`src/rtl/screens_pkg.sv`:
```
// Shared types and constants for the game-flow screen controller.
package screens_pkg;

  typedef enum logic [2:0] {
    ST_START = 3'd0,
    ST_ARM   = 3'd1,
    ST_PLAY  = 3'd2,
    ST_WIN   = 3'd3,
    ST_LOSE  = 3'd4
  } screen_state_t;

  localparam logic [7:0] RGB_BLACK   = 8'h00;
  localparam int         FRAME_CNT_W = 8;

endpackage

```
`src/rtl/key_edge_detect.sv`:
```
// Rising-edge pulse from a level key input.
module key_edge_detect (
  input  logic clk,
  input  logic reset,
  input  logic level,
  output logic rise
);

  logic key_d_q;
  logic key_d_d;

  always_comb begin
    key_d_d = level;
  end

  always_ff @(posedge clk or posedge reset) begin
    if (reset) key_d_q <= 1'b0;
    else       key_d_q <= key_d_d;
  end

  assign rise = level & ~key_d_q;

endmodule

```
`src/rtl/screens_controller.sv`:
```
// Top-level game flow: picks the VGA source, resets the main
// screen between games and keeps the session best score.
module screens_controller
  import screens_pkg::*;
#(
  parameter int         ARM_FRAMES  = 30,
  parameter int         HOLD_FRAMES = 120,
  parameter logic [3:0] WIN_SCORE   = 4'd9
) (
  input  logic       clk,
  input  logic       reset,
  input  logic       startOfFrame,
  input  logic       key5IsPressed,
  input  logic [3:0] life,
  input  logic [3:0] score,
  input  logic [7:0] RGB_screen_main,
  input  logic [7:0] RGB_screen_start,
  input  logic [7:0] RGB_screen_win,
  input  logic [7:0] RGB_screen_lose,
  output logic [7:0] RGB_out,
  output logic       mainResetN,
  output logic [2:0] screen_state,
  output logic [3:0] best_score
);

  localparam logic [FRAME_CNT_W-1:0] CNT_MAX  = '1;
  localparam logic [FRAME_CNT_W-1:0] ARM_LAST =
    FRAME_CNT_W'(ARM_FRAMES - 1);
  localparam logic [FRAME_CNT_W-1:0] HOLD_MIN =
    FRAME_CNT_W'(HOLD_FRAMES);

  screen_state_t          state_q, state_d;
  logic [FRAME_CNT_W-1:0] cnt_q, cnt_d;
  logic [7:0]             rgb_q, rgb_d;
  logic                   main_rst_n_q, main_rst_n_d;
  logic [3:0]             best_q, best_d;
  logic                   press;
  logic                   game_over;

  key_edge_detect u_key5 (
    .clk   (clk),
    .reset (reset),
    .level (key5IsPressed),
    .rise  (press)
  );

  always_comb begin
    state_d = state_q;
    case (state_q)
      ST_START: if (press) state_d = ST_ARM;
      ST_ARM: begin
        if (startOfFrame && cnt_q == ARM_LAST)
          state_d = ST_PLAY;
      end
      ST_PLAY: begin
        if (startOfFrame) begin
          if (life == 4'd0)            state_d = ST_LOSE;
          else if (score >= WIN_SCORE) state_d = ST_WIN;
        end
      end
      ST_WIN, ST_LOSE: begin
        if (press && cnt_q >= HOLD_MIN)
          state_d = ST_START;
      end
      default: state_d = ST_START;
    endcase
  end

  always_comb begin
    cnt_d = cnt_q;
    if (state_d != state_q)
      cnt_d = '0;
    else if (startOfFrame && cnt_q != CNT_MAX)
      cnt_d = cnt_q + 1'b1;
  end

  // Best score is latched only on the game-ending transition.
  assign game_over = (state_q == ST_PLAY) &&
                     (state_d == ST_WIN || state_d == ST_LOSE);

  always_comb begin
    best_d = best_q;
    if (game_over && score > best_q)
      best_d = score;
  end

  always_comb begin
    main_rst_n_d = (state_q == ST_PLAY);
    case (state_q)
      ST_START:        rgb_d = RGB_screen_start;
      ST_ARM, ST_PLAY: rgb_d = RGB_screen_main;
      ST_WIN:          rgb_d = RGB_screen_win;
      ST_LOSE:         rgb_d = RGB_screen_lose;
      default:         rgb_d = RGB_BLACK;
    endcase
  end

  always_ff @(posedge clk or posedge reset) begin
    if (reset) begin
      state_q      <= ST_START;
      cnt_q        <= '0;
      rgb_q        <= RGB_BLACK;
      main_rst_n_q <= 1'b0;
      best_q       <= 4'd0;
    end else begin
      state_q      <= state_d;
      cnt_q        <= cnt_d;
      rgb_q        <= rgb_d;
      main_rst_n_q <= main_rst_n_d;
      best_q       <= best_d;
    end
  end

  assign RGB_out      = rgb_q;
  assign mainResetN   = main_rst_n_q;
  assign screen_state = state_q;
  assign best_score   = best_q;

endmodule

```
`config.mk`:
```
export PLATFORM = sky130hd
export DESIGN_NAME = screens_controller
export DESIGN_NICKNAME = d
export VERILOG_FILES = /design/src/rtl/screens_pkg.sv /design/src/rtl/key_edge_detect.sv /design/src/rtl/screens_controller.sv
export SDC_FILE = /design/constraint.sdc
export NUM_CORES = 1
export LEC_CHECK = 0
export BUFFER_PORTS_ARGS = -buffer_cell sky130_fd_sc_hd__buf_2
export CORE_MARGIN = 5
export CORE_UTILIZATION = 30
export DETAILED_ROUTE_END_ITERATION = 10
export PLACE_DENSITY = 0.58
export RECOVER_POWER = 50
export SYNTH_ARGS = -nofsm -noshare
export SYNTH_HDL_FRONTEND = slang
export SYNTH_HIERARCHICAL = 1
export SYNTH_SLANG_ARGS = --single-unit
```
`constraint.sdc`:
```
create_clock -name clk -period 2.2 [get_ports clk]
set_input_delay 0.33 -clock clk [delete_from_list [all_inputs] [get_ports clk]]
set_output_delay 0.33 -clock clk [all_outputs]
set_load 0.1 [all_outputs]
```
==> results of run 1 <==
layer usage:
metal / vias up / part of all wire (%) / GRT usage (%)
li1: 785 / - / -
met4: 0 / 0.71 / 3.02
met1: 717 / 44 / 13.6
met3: 2 / 3.7 / 2.33
met5: - / 0 / 0
met2: 27 / 51 / 19.5
cell type report:
| class | count | area [um^2] |
|---|---|---|
| inverter | 12 | 45.0 |
| clock inverter | 1 | 8.76 |
| sequential | 25 | 636 |
| timing repair buffer | 71 | 379 |
| tap | 72 | 90.1 |
| multi-input combinational | 123 | 995 |
| fill | 564 | 3310 |
| clock buffer | 3 | 41.3 |
placed cells by master, fill, tap and decap left out, drive strengths merged, types with 2 or more instances in the layout:
| cell | Yosys | routed |
|---|---|---|
| o21bai | 2 | 2 |
| ha | 7 | 7 |
| clkbuf | 7 | 12 |
| mux2i | 11 | 11 |
| dfrtp | 25 | 25 |
| o21ai | 3 | 3 |
| nor3 | 3 | 3 |
| a211oi | 17 | 17 |
| nand4 | 7 | 7 |
| a221oi | 2 | 2 |
| buf | 4 | 61 |
| a21oi | 14 | 14 |
| xnor2 | 2 | 2 |
| inv | 12 | 13 |
| nand2 | 7 | 7 |
| o211ai | 3 | 3 |
| and4 | 2 | 2 |
| mux2 | 5 | 5 |
| or3 | 2 | 2 |
| or4b | 2 | 2 |
| nor2 | 2 | 2 |
| a211o | 2 | 2 |
| nor2b | 10 | 10 |
| a22o | 8 | 8 |
registers in the layout (all words and copies together) (netlist names):
| name | count |
|---|---|
| RGB_out | 8 |
| screen_state | 3 |
| mainResetN | 1 |
| best_score | 4 |
| cnt_q | 8 |
| u_key5/key_d_q | 1 |
how the worst max path moves through the flow:
| stage | to | slack [ns] | cells past startpoint |
|---|---|---|---|
| after global routing | cnt_q[1]$_DFFE_PP0P_ | -0.009 | 7 |
| after floorplan | best_score[0]$_DFFE_PP0P_ | 0.03 | 4 |
| after detailed placement | cnt_q[3]$_DFFE_PP0P_ | 0.06 | 6 |
| after global placement | cnt_q[1]$_DFFE_PP0P_ | 0.09 | 6 |
| after CTS | cnt_q[1]$_DFFE_PP0P_ | 0.02 | 6 |
| final | cnt_q[1]$_DFFE_PP0P_ | 0.07 | 7 |
power groups by stage:
stage	registers, mW	logic [mW]	clock network [mW]
after floorplan	1.63	0.660	0
after global placement	0.706	1.91	0
final	0.706	1.93	0.293
after detailed placement	0.709	1.91	0
after global routing	0.726	2.05	0.329
after CTS	0.699	1.92	0.307
cell families after synthesis:
| logic type | synth area share, % |
|---|---|
| buffers and inverters | 5.69 |
| muxes | 9.82 |
| adders and majority gates | 5.17 |
| xor gates and xnor gates | 1.03 |
| AOI/OAI and AO/OA | 26.3 |
| and+or+nand+nor | 15.1 |
| DFF | 36.9 |
through the flow:
step / util (%) / cells / worst slack [ns]
2_1_floorplan: - / 171 / 0.0266
3_3_place_gp: 38.2 / 300 / 0.0853
3_5_place_dp: 38.2 / 300 / 0.0550
4_1_cts: 39.3 / 305 / 0.0193
5_1_grt: 39.9 / 307 / -0.00917
6_report: 39.9 / 307 / 0.0663
repair_timing:
item,4_1_cts,5_1_grt
setup endpoints to repair,0,8
hold buffers,1,0
buffers inserted,0,2
hold endpoints to repair,1,0
resized for setup,0,6
==> flow_summary_export.csv, run 1 <==
group,metric,value,unit
place,post_dp_cell_area,2110,um^2
drt,drcViolationCount,0,
synth,synthCells,171,
setup_path,critical_path_arrival,2.26,ns
synth,async_flop_share,100,%
cts,clk_path_buf_depth,2,
drt,detail-route-antenna-nets,0,
setup_path,crit_chain,"inv_2 > ha_4 > or4b_4 > o311a_4 > a221oi_4 > buf_6 > a211oi_1",
power_and_ir_drop,p_seq_share,24.1,%
run_status,status,"complete, no violations",
timing,clock.fmax,0.469,GHz
timing,setup_viol_count_final,0,
grt,grt_max_degree,28,
grt,grt_antenna_before_repair,0,
drt,viasPerCell,4.99,
worst_hold_path,worstHoldPathCells,1,
setup_path,cp_slowest_stage_delay,0.47,ns
cts,htreeDepth,1,
finish,area_growth,29.5,%
timing,finClkSkew,0.00856,ns
setup_path,rr_endpoint,"cnt_q[1]$_DFFE_PP0P_",
timing,final.min_clock_period,2.13,ns
synth,yosys.area.top_type,"dfrtp_1",
finish,n_antenna_cell,0,
grt,grt_pass1_vias,1445,
floorplanning,num_rows,27,
setup_path,ff2ff_path_depth,7,
timing,slew_violations,0,
timing,finalHoldViolations,0,
grt,grt_pass1_wl,6.62,mm
power_and_ir_drop,p_leak,0.968,nW
setup_path,cpLargestDelayFamily,"compound AO/OA/AOI/OAI gates",
worst_hold_path,hold_path.startpoint,"key5IsPressed",
finish,finalNetCount,287,
setup_path,endpoint_kind,"flop",
job,maxCapViolations,0,
cts,clkTransAtPathRegs,0.10,ns
timing,slew_headroom,20.7,%
setup_path,r2r-start,"cnt_q[1]$_DFFE_PP0P_",
place,gp_congestion,0.794,
synth,synth_seq_area_share,36.9,%
floorplanning,die_w,85.1,um
synth,synth_area_leaders,"dfrtp_1 37%, a211oi_1 7.5%, mux2i_1 6.5%, ha_1 5.2%, a21oi_1 4.1%",
synth,synth_commonest_cells,"25 x dfrtp_1, 17 x a211oi_1, 14 x a21oi_1",
synth,yosysWarnings,6,
setup_path,start_kind,"flop",
grt,globalRouteTotalUtil,11.1,%
grt,grt-ovfl-total,0,
setup_path,worst-setup-path-type,"reg2reg",
synth,post-synth-top-count-cell,"dfrtp_1",
cts,cts_tree,"yes",
drt,drt_iter0_drc,68,
cts,clock_latency,0.27,ns
synth,yosysTopAreaCellShare,36.9,%
floorplanning,core_area,5510,um^2
synth,postSynthAreaPerCell,9.91,um^2
setup_path,slowest_stage,"or4b_4",
cts,cts.sinks,25,
floorplanning,initial_core_util,30.8,%
setup_path,crit_path_max_fanout,7,
drt,dr.pass1.iters,4,
power_and_ir_drop,p_per_area,1330,nW/um^2
power_and_ir_drop,p_comb_share,65.9,%
floorplanning,top_level_ports,60,
power_and_ir_drop,p_int,1.23,mW
timing,worst_slew_pin_slew,1.19,ns
worst_hold_path,hp-class,"in2reg",
drt,wire_per_inst,13.3,um
place,place_hpwl,3.23,mm
setup_path,required,2.33,ns
floorplanning,die_area,7250,um^2
power_and_ir_drop,sw_frac_of_total,57.9,%
setup_path,startpoint,"cnt_q[1]$_DFFE_PP0P_",
drt,via_count,1531,
synth,synthFlopType,"dfrtp_1",
power_and_ir_drop,p_total,2.93,mW
timing,hold_ws,0.183,ns
setup_path,rrSetupSlack,0.07,ns
place,io_buffer_count,59,
finish,drive_gt1_share,38.7,%
synth,synth_seq_cells,25,
synth,synth_edf_count,0,
worst_hold_path,min_to,"u_key5/key_d_q$_DFF_PP0_",
cts,root_buffer,"clkbuf_8",
power_and_ir_drop,pwr-share-clk,10.0,%
synth,synth_area,1690,um^2
drt,wirelength,4.08,mm
cts,cts_buffers,3,
synth,synth_nets,222,
finish,final_area,2190,um^2
synth,ys_types,42,
power_and_ir_drop,irDropWorstVdd,654,uV
timing,post-route-period-util,97.0,%
power_and_ir_drop,p_sw,1.70,mW
timing,fin_tns_setup,0,ns
setup_path,path_buf_inv,2,
floorplanning,die_h,85.1,um
Power figures use the tool's default switching activity.
==> run 2, diff against run 1 <==
--- a/config.mk
+++ b/config.mk
@@ -10,7 +10,7 @@
 export CORE_UTILIZATION = 30
 export DETAILED_ROUTE_END_ITERATION = 10
 export PLACE_DENSITY = 0.58
-export RECOVER_POWER = 50
+export RECOVER_POWER = 25
 export SYNTH_ARGS = -nofsm -noshare
 export SYNTH_HDL_FRONTEND = slang
 export SYNTH_HIERARCHICAL = 1
==> flow_summary_export.csv, run 2 (same netlist as run 1, synthesis figures left out) <==
group,metric,value,unit
grt,grt_antenna_before_repair,0,
drt,drt_iter0_drc,68,
setup_path,endpoint_kind,"flop",
finish,n_antenna_cell,0,
timing,post-route-period-util,97.0,%
timing,setup_viol_count_final,0,
cts,clkTransAtPathRegs,0.10,ns
drt,dr_wl_met3,146,um
floorplanning,top_level_ports,60,
timing,slew_headroom,41.9,%
grt,grt_pass1_wl,6.62,mm
setup_path,cp_slowest_stage_delay,0.47,ns
floorplanning,die_area,7250,um^2
setup_path,critical_path_arrival,2.26,ns
finish,fin_util,40.0,%
power_and_ir_drop,p_leak,0.983,nW
place,place_hpwl,3.23,mm
power_and_ir_drop,p_total,2.94,mW
timing,finalHoldViolations,0,
run_status,status,"complete, no violations",
cts,cts_buffers,3,
grt,grt_pass1_vias,1445,
setup_path,slowest_stage,"or4b_4",
finish,num-fill-cells,560,
power_and_ir_drop,p_per_area,1340,nW/um^2
drt,wl_met1,1.80,mm
finish,final_cells,307,
drt,wirelength,4.07,mm
setup_path,worst-setup-path-type,"reg2reg",
drt,route.met2.wl,2.09,mm
place,dp.cells,300,
place,io_buffer_count,59,
drt,wire_per_inst,13.2,um
worst_hold_path,hp-class,"in2reg",
drt,via_count,1527,
floorplanning,initial_core_util,30.8,%
drt,dr.pass1.iters,4,
cts,htreeDepth,1,
finish,area_growth,30.0,%
floorplanning,die_w,85.1,um
floorplanning,core_area,5510,um^2
floorplanning,die_h,85.1,um
cts,root_buffer,"clkbuf_8",
timing,fin_tns_setup,0,ns
grt,grt_max_degree,28,
drt,drcViolationCount,0,
timing,slew_violations,0,
finish,layout_common_cells,"57 x buf_2, 19 x dfrtp_1, 15 x a211oi_1",
drt,viasPerCell,4.97,
setup_path,required,2.33,ns
drt,top_layer_used,"met4",
cts,cts.sinks,25,
timing,hold_ws,0.183,ns
setup_path,crit_chain,"inv_2 > ha_4 > or4b_4 > o311a_4 > a221oi_4 > buf_6 > a211oi_1",
grt,grt-ovfl-total,0,
timing,clock.fmax,0.469,GHz
timing,worst_slew_pin_slew,0.865,ns
cts,clock_latency,0.27,ns
job,maxCapViolations,0,
cts,clk_path_buf_depth,2,
floorplanning,num_rows,27,
cts,cts_tree,"yes",
place,gp_congestion,0.794,
finish,final_common_cell,"buf_2",
setup_path,crit_path_max_fanout,7,
drt,detail-route-antenna-nets,0,
power_and_ir_drop,irDropWorstVdd,650,uV
finish,finalNetCount,287,
setup_path,start_kind,"flop",
grt,globalRouteTotalUtil,11.1,%
timing,final.min_clock_period,2.13,ns
finish,drive_gt1_share,41.3,%
timing,finClkSkew,0.00866,ns
run 2: cell count changes in the layout (fill, tap and decap cells not counted):
cell      change
clkbuf_1      -6
buf_2         +6
run 2: final timing paths:
kind                                            from                         to  slack (ns)  depth (start not counted)
max                             cnt_q[1]$_DFFE_PP0P_       cnt_q[1]$_DFFE_PP0P_        0.07                          7
min reg2reg                screen_state[0]$_DFF_PP0_       mainResetN$_DFF_PP0_        0.48                          1
max in group asynchronous                      reset  best_score[1]$_DFFE_PP0P_        1.02                          4
max reg2reg                     cnt_q[1]$_DFFE_PP0P_       cnt_q[1]$_DFFE_PP0P_        0.07                          7
min in group asynchronous                      reset   u_key5/key_d_q$_DFF_PP0_        0.40                          3
min                                    key5IsPressed   u_key5/key_d_q$_DFF_PP0_        0.18                          1
run 2: timing repair:
item / 4_1_cts / 5_1_grt
hold endpoints to repair: 1 / 0
setup endpoints to repair: 0 / 8
setup buffers: 0 / 2
hold buffers: 1 / 0
resized for setup: 0 / 6
run 2: where the power goes:
part,internal [mW],leakage [nW],total (mW),switching [mW]
logic,0.496,0.649,1.95,1.45
clock network,0.133,0.0261,0.292,0.160
registers,0.619,0.309,0.703,0.0846
total,1.25,0.983,2.94,1.69
run 2: stage by stage:
stage / cell area (um^2) / worst slack [ns]
finish: 2200 / 0.0663
detailed placement: 2110 / 0.0550
floorplan: 1700 / 0.0266
global placement: 2110 / 0.0853
global route: 2200 / -0.00917
CTS: 2170 / 0.0193
run 2: layout make-up:
| type | instances | area, um^2 | area share (%) |
|---|---|---|---|
| clock inverter | 1 | 8.76 | 0.398 |
| sequential | 25 | 636 | 28.9 |
| inverter | 12 | 45.0 | 2.05 |
| timing repair buffer | 71 | 387 | 17.6 |
| tap | 72 | 90.1 | 4.09 |
| multi-input combinational | 123 | 995 | 45.2 |
| clock buffer | 3 | 41.3 | 1.88 |
run 2: worst max-delay path, delay by kind of cell (launching register included):
family                   cells  cell delay (ns)
AND/OR/NAND/NOR              1             0.47
buffers and inverters        2             0.27
adder cells (fa/ha/maj)      1             0.13
flip-flops                   1             0.43
AO/OA/AOI/OAI                3             0.69
run 2: per-layer routing:
layer  up-vias  global-route usage (%)
met1       713                    13.6
met3         2                    2.33
met5         -                       0
met2        27                    19.5
li1        785                       -
met4         0                    3.02
==> run 3, diff against run 2 <==
--- a/config.mk
+++ b/config.mk
@@ -7,10 +7,12 @@
 export LEC_CHECK = 0
 export BUFFER_PORTS_ARGS = -buffer_cell sky130_fd_sc_hd__buf_2
 export CORE_MARGIN = 5
-export CORE_UTILIZATION = 30
+export CORE_UTILIZATION = 51
+export CTS_BUF_LIST = sky130_fd_sc_hd__clkbuf_4
 export DETAILED_ROUTE_END_ITERATION = 10
-export PLACE_DENSITY = 0.58
+export PLACE_DENSITY = 0.87
 export RECOVER_POWER = 25
+export REMOVE_ABC_BUFFERS = 1
 export SYNTH_ARGS = -nofsm -noshare
 export SYNTH_HDL_FRONTEND = slang
 export SYNTH_HIERARCHICAL = 1
==> flow_summary_export.csv, run 3 (same netlist as run 1, synthesis figures left out) <==
group,metric,value,unit
drt,wirelength,4.25,mm
floorplanning,core_area,3280,um^2
finish,n_antenna_cell,0,
timing,finClkSkew,0.00885,ns
place,post_dp_cell_area,2090,um^2
power_and_ir_drop,p_seq_share,24.2,%
finish,final_common_cell,"buf_2",
drt,drt_iter0_drc,95,
power_and_ir_drop,p_int,1.21,mW
power_and_ir_drop,pwr-share-clk,7.5,%
setup_path,worst-setup-path-type,"reg2reg",
cts,clkTransAtPathRegs,0.13,ns
grt,grt_pass1_vias,1517,
timing,final.min_clock_period,2.08,ns
drt,dr.pass1.iters,4,
timing,fin_ws,0.117,ns
grt,grt-ovfl-total,0,
cts,cts_tree,"yes",
floorplanning,top_level_ports,60,
power_and_ir_drop,sw_frac_of_total,58.3,%
power_and_ir_drop,irDropWorstVdd,1130,uV
timing,fin_tns_setup,0,ns
power_and_ir_drop,p_comb_share,68.3,%
timing,post-route-period-util,94.7,%
drt,wire_per_inst,15.1,um
place,gp_congestion,0.892,
grt,globalRouteTotalUtil,20.0,%
power_and_ir_drop,p_sw,1.69,mW
cts,clock_latency,0.32,ns
grt,grt_max_degree,25,
cts,cts.sinks,25,
finish,finalNetCount,287,
setup_path,critical_path_arrival,2.27,ns
place,io_buffer_count,59,
cts,htreeDepth,1,
cts,root_buffer,"clkbuf_4",
cts,clk_path_buf_depth,2,
timing,rsz0062_at_grt,"false",
floorplanning,num_rows,21,
finish,drive_gt1_share,37.4,%
finish,multiInputGateArea,977,um^2
setup_path,crit_path_max_fanout,8,
floorplanning,die_h,67.6,um
drt,via_count,1615,
worst_hold_path,hp-class,"in2reg",
timing,slew_violations,0,
setup_path,required,2.38,ns
finish,fin_util,64.9,%
floorplanning,initial_core_util,51.6,%
finish,layout_common_cells,"56 x buf_2, 25 x dfrtp_1, 16 x a211oi_1",
run_status,status,"complete, no violations",
timing,clock.fmax,0.480,GHz
timing,worst_slew_pin_slew,1.26,ns
place,post-place-ws,0.0582,ns
finish,num-fill-cells,245,
drt,drcViolationCount,0,
finish,area_growth,25.8,%
floorplanning,die_area,4570,um^2
grt,grt_antenna_before_repair,0,
timing,finalHoldViolations,0,
power_and_ir_drop,p_leak,0.982,nW
job,maxCapViolations,0,
finish,final_area,2130,um^2
drt,detail-route-antenna-nets,0,
drt,viasPerCell,5.75,
floorplanning,die_w,67.6,um
setup_path,endpoint_kind,"flop",
finish,seq_area,626,um^2
timing,slew_headroom,15.9,%
place,place_hpwl,3.30,mm
timing,setup_viol_count_final,0,
power_and_ir_drop,p_per_area,1360,nW/um^2
setup_path,start_kind,"flop",
cts,cts_buffers,3,
finish,final_cells,281,
grt,grt_pass1_wl,6.92,mm
place,dp.cells,275,
==> run 3: critical path, stage by stage (launching register included) <==
cell and delay (ns):
dfrtp_1 0.43, inv_2 0.08, ha_1 0.13, or4b_4 0.47, o311a_4 0.33, a221oi_4 0.24, buf_4 0.19, a211oi_1 0.06
==> run 3: path summary, 6_finish.rpt <==
check                                           from                        end  slack [ns]  cells past startpoint
setup / recovery                cnt_q[1]$_DFFE_PP0P_       cnt_q[5]$_DFFE_PP0P_        0.12                      7
hold / removal                         key5IsPressed   u_key5/key_d_q$_DFF_PP0_        0.13                      1
setup reg to reg                cnt_q[1]$_DFFE_PP0P_       cnt_q[5]$_DFFE_PP0P_        0.12                      7
hold reg to reg            best_score[2]$_DFFE_PP0P_  best_score[2]$_DFFE_PP0P_        0.55                      1
max in group asynchronous                      reset       RGB_out[1]$_DFF_PP0_        0.52                      4
min in group asynchronous                      reset   u_key5/key_d_q$_DFF_PP0_        0.35                      3
==> run 3: area by class of cell <==
class | count | share of cell area (%)
Sequential cell | 25 | 29.3
Clock buffer | 4 | 1.41
Tap cell | 46 | 2.70
Timing Repair Buffer | 71 | 18.6
Inverter | 12 | 2.11
Multi-Input combinational cell | 123 | 45.8
==> run 3: layer usage <==
layer	global-route usage (%)	vias up	wire length (um)
met5	0	-	0
met3	4.33	9	305
li1	-	778	-
met2	30.6	68	1970
met1	27.1	760	1870
met4	8.61	0	93
==> run 3: stage by stage <==
step / hold slack [ns] / total power [mW]
3_5_place_dp: 0.177 / 2.67
2_1_floorplan: 0.0587 / 2.26
5_1_grt: 0.110 / 3.04
6_report: 0.127 / 2.89
3_3_place_gp: 0.176 / 2.62
4_1_cts: 0.113 / 2.89
==> run 3: repair_timing <==
item                                   CTS  global route
hold buffers                             1             0
setup buffers                            0             1
resized for setup                        0             2
setup endpoints to repair                0             8
endpoints found under the hold margin    1             0
==> run 3: power by group through the flow <==
stage,Sequential [mW],Combinational [mW],Clock [mW]
floorplan,1.71,0.549,0
global placement,0.703,1.91,0
detailed placement,0.707,1.96,0
CTS,0.701,1.97,0.220
global route,0.721,2.08,0.245
finish,0.700,1.98,0.216
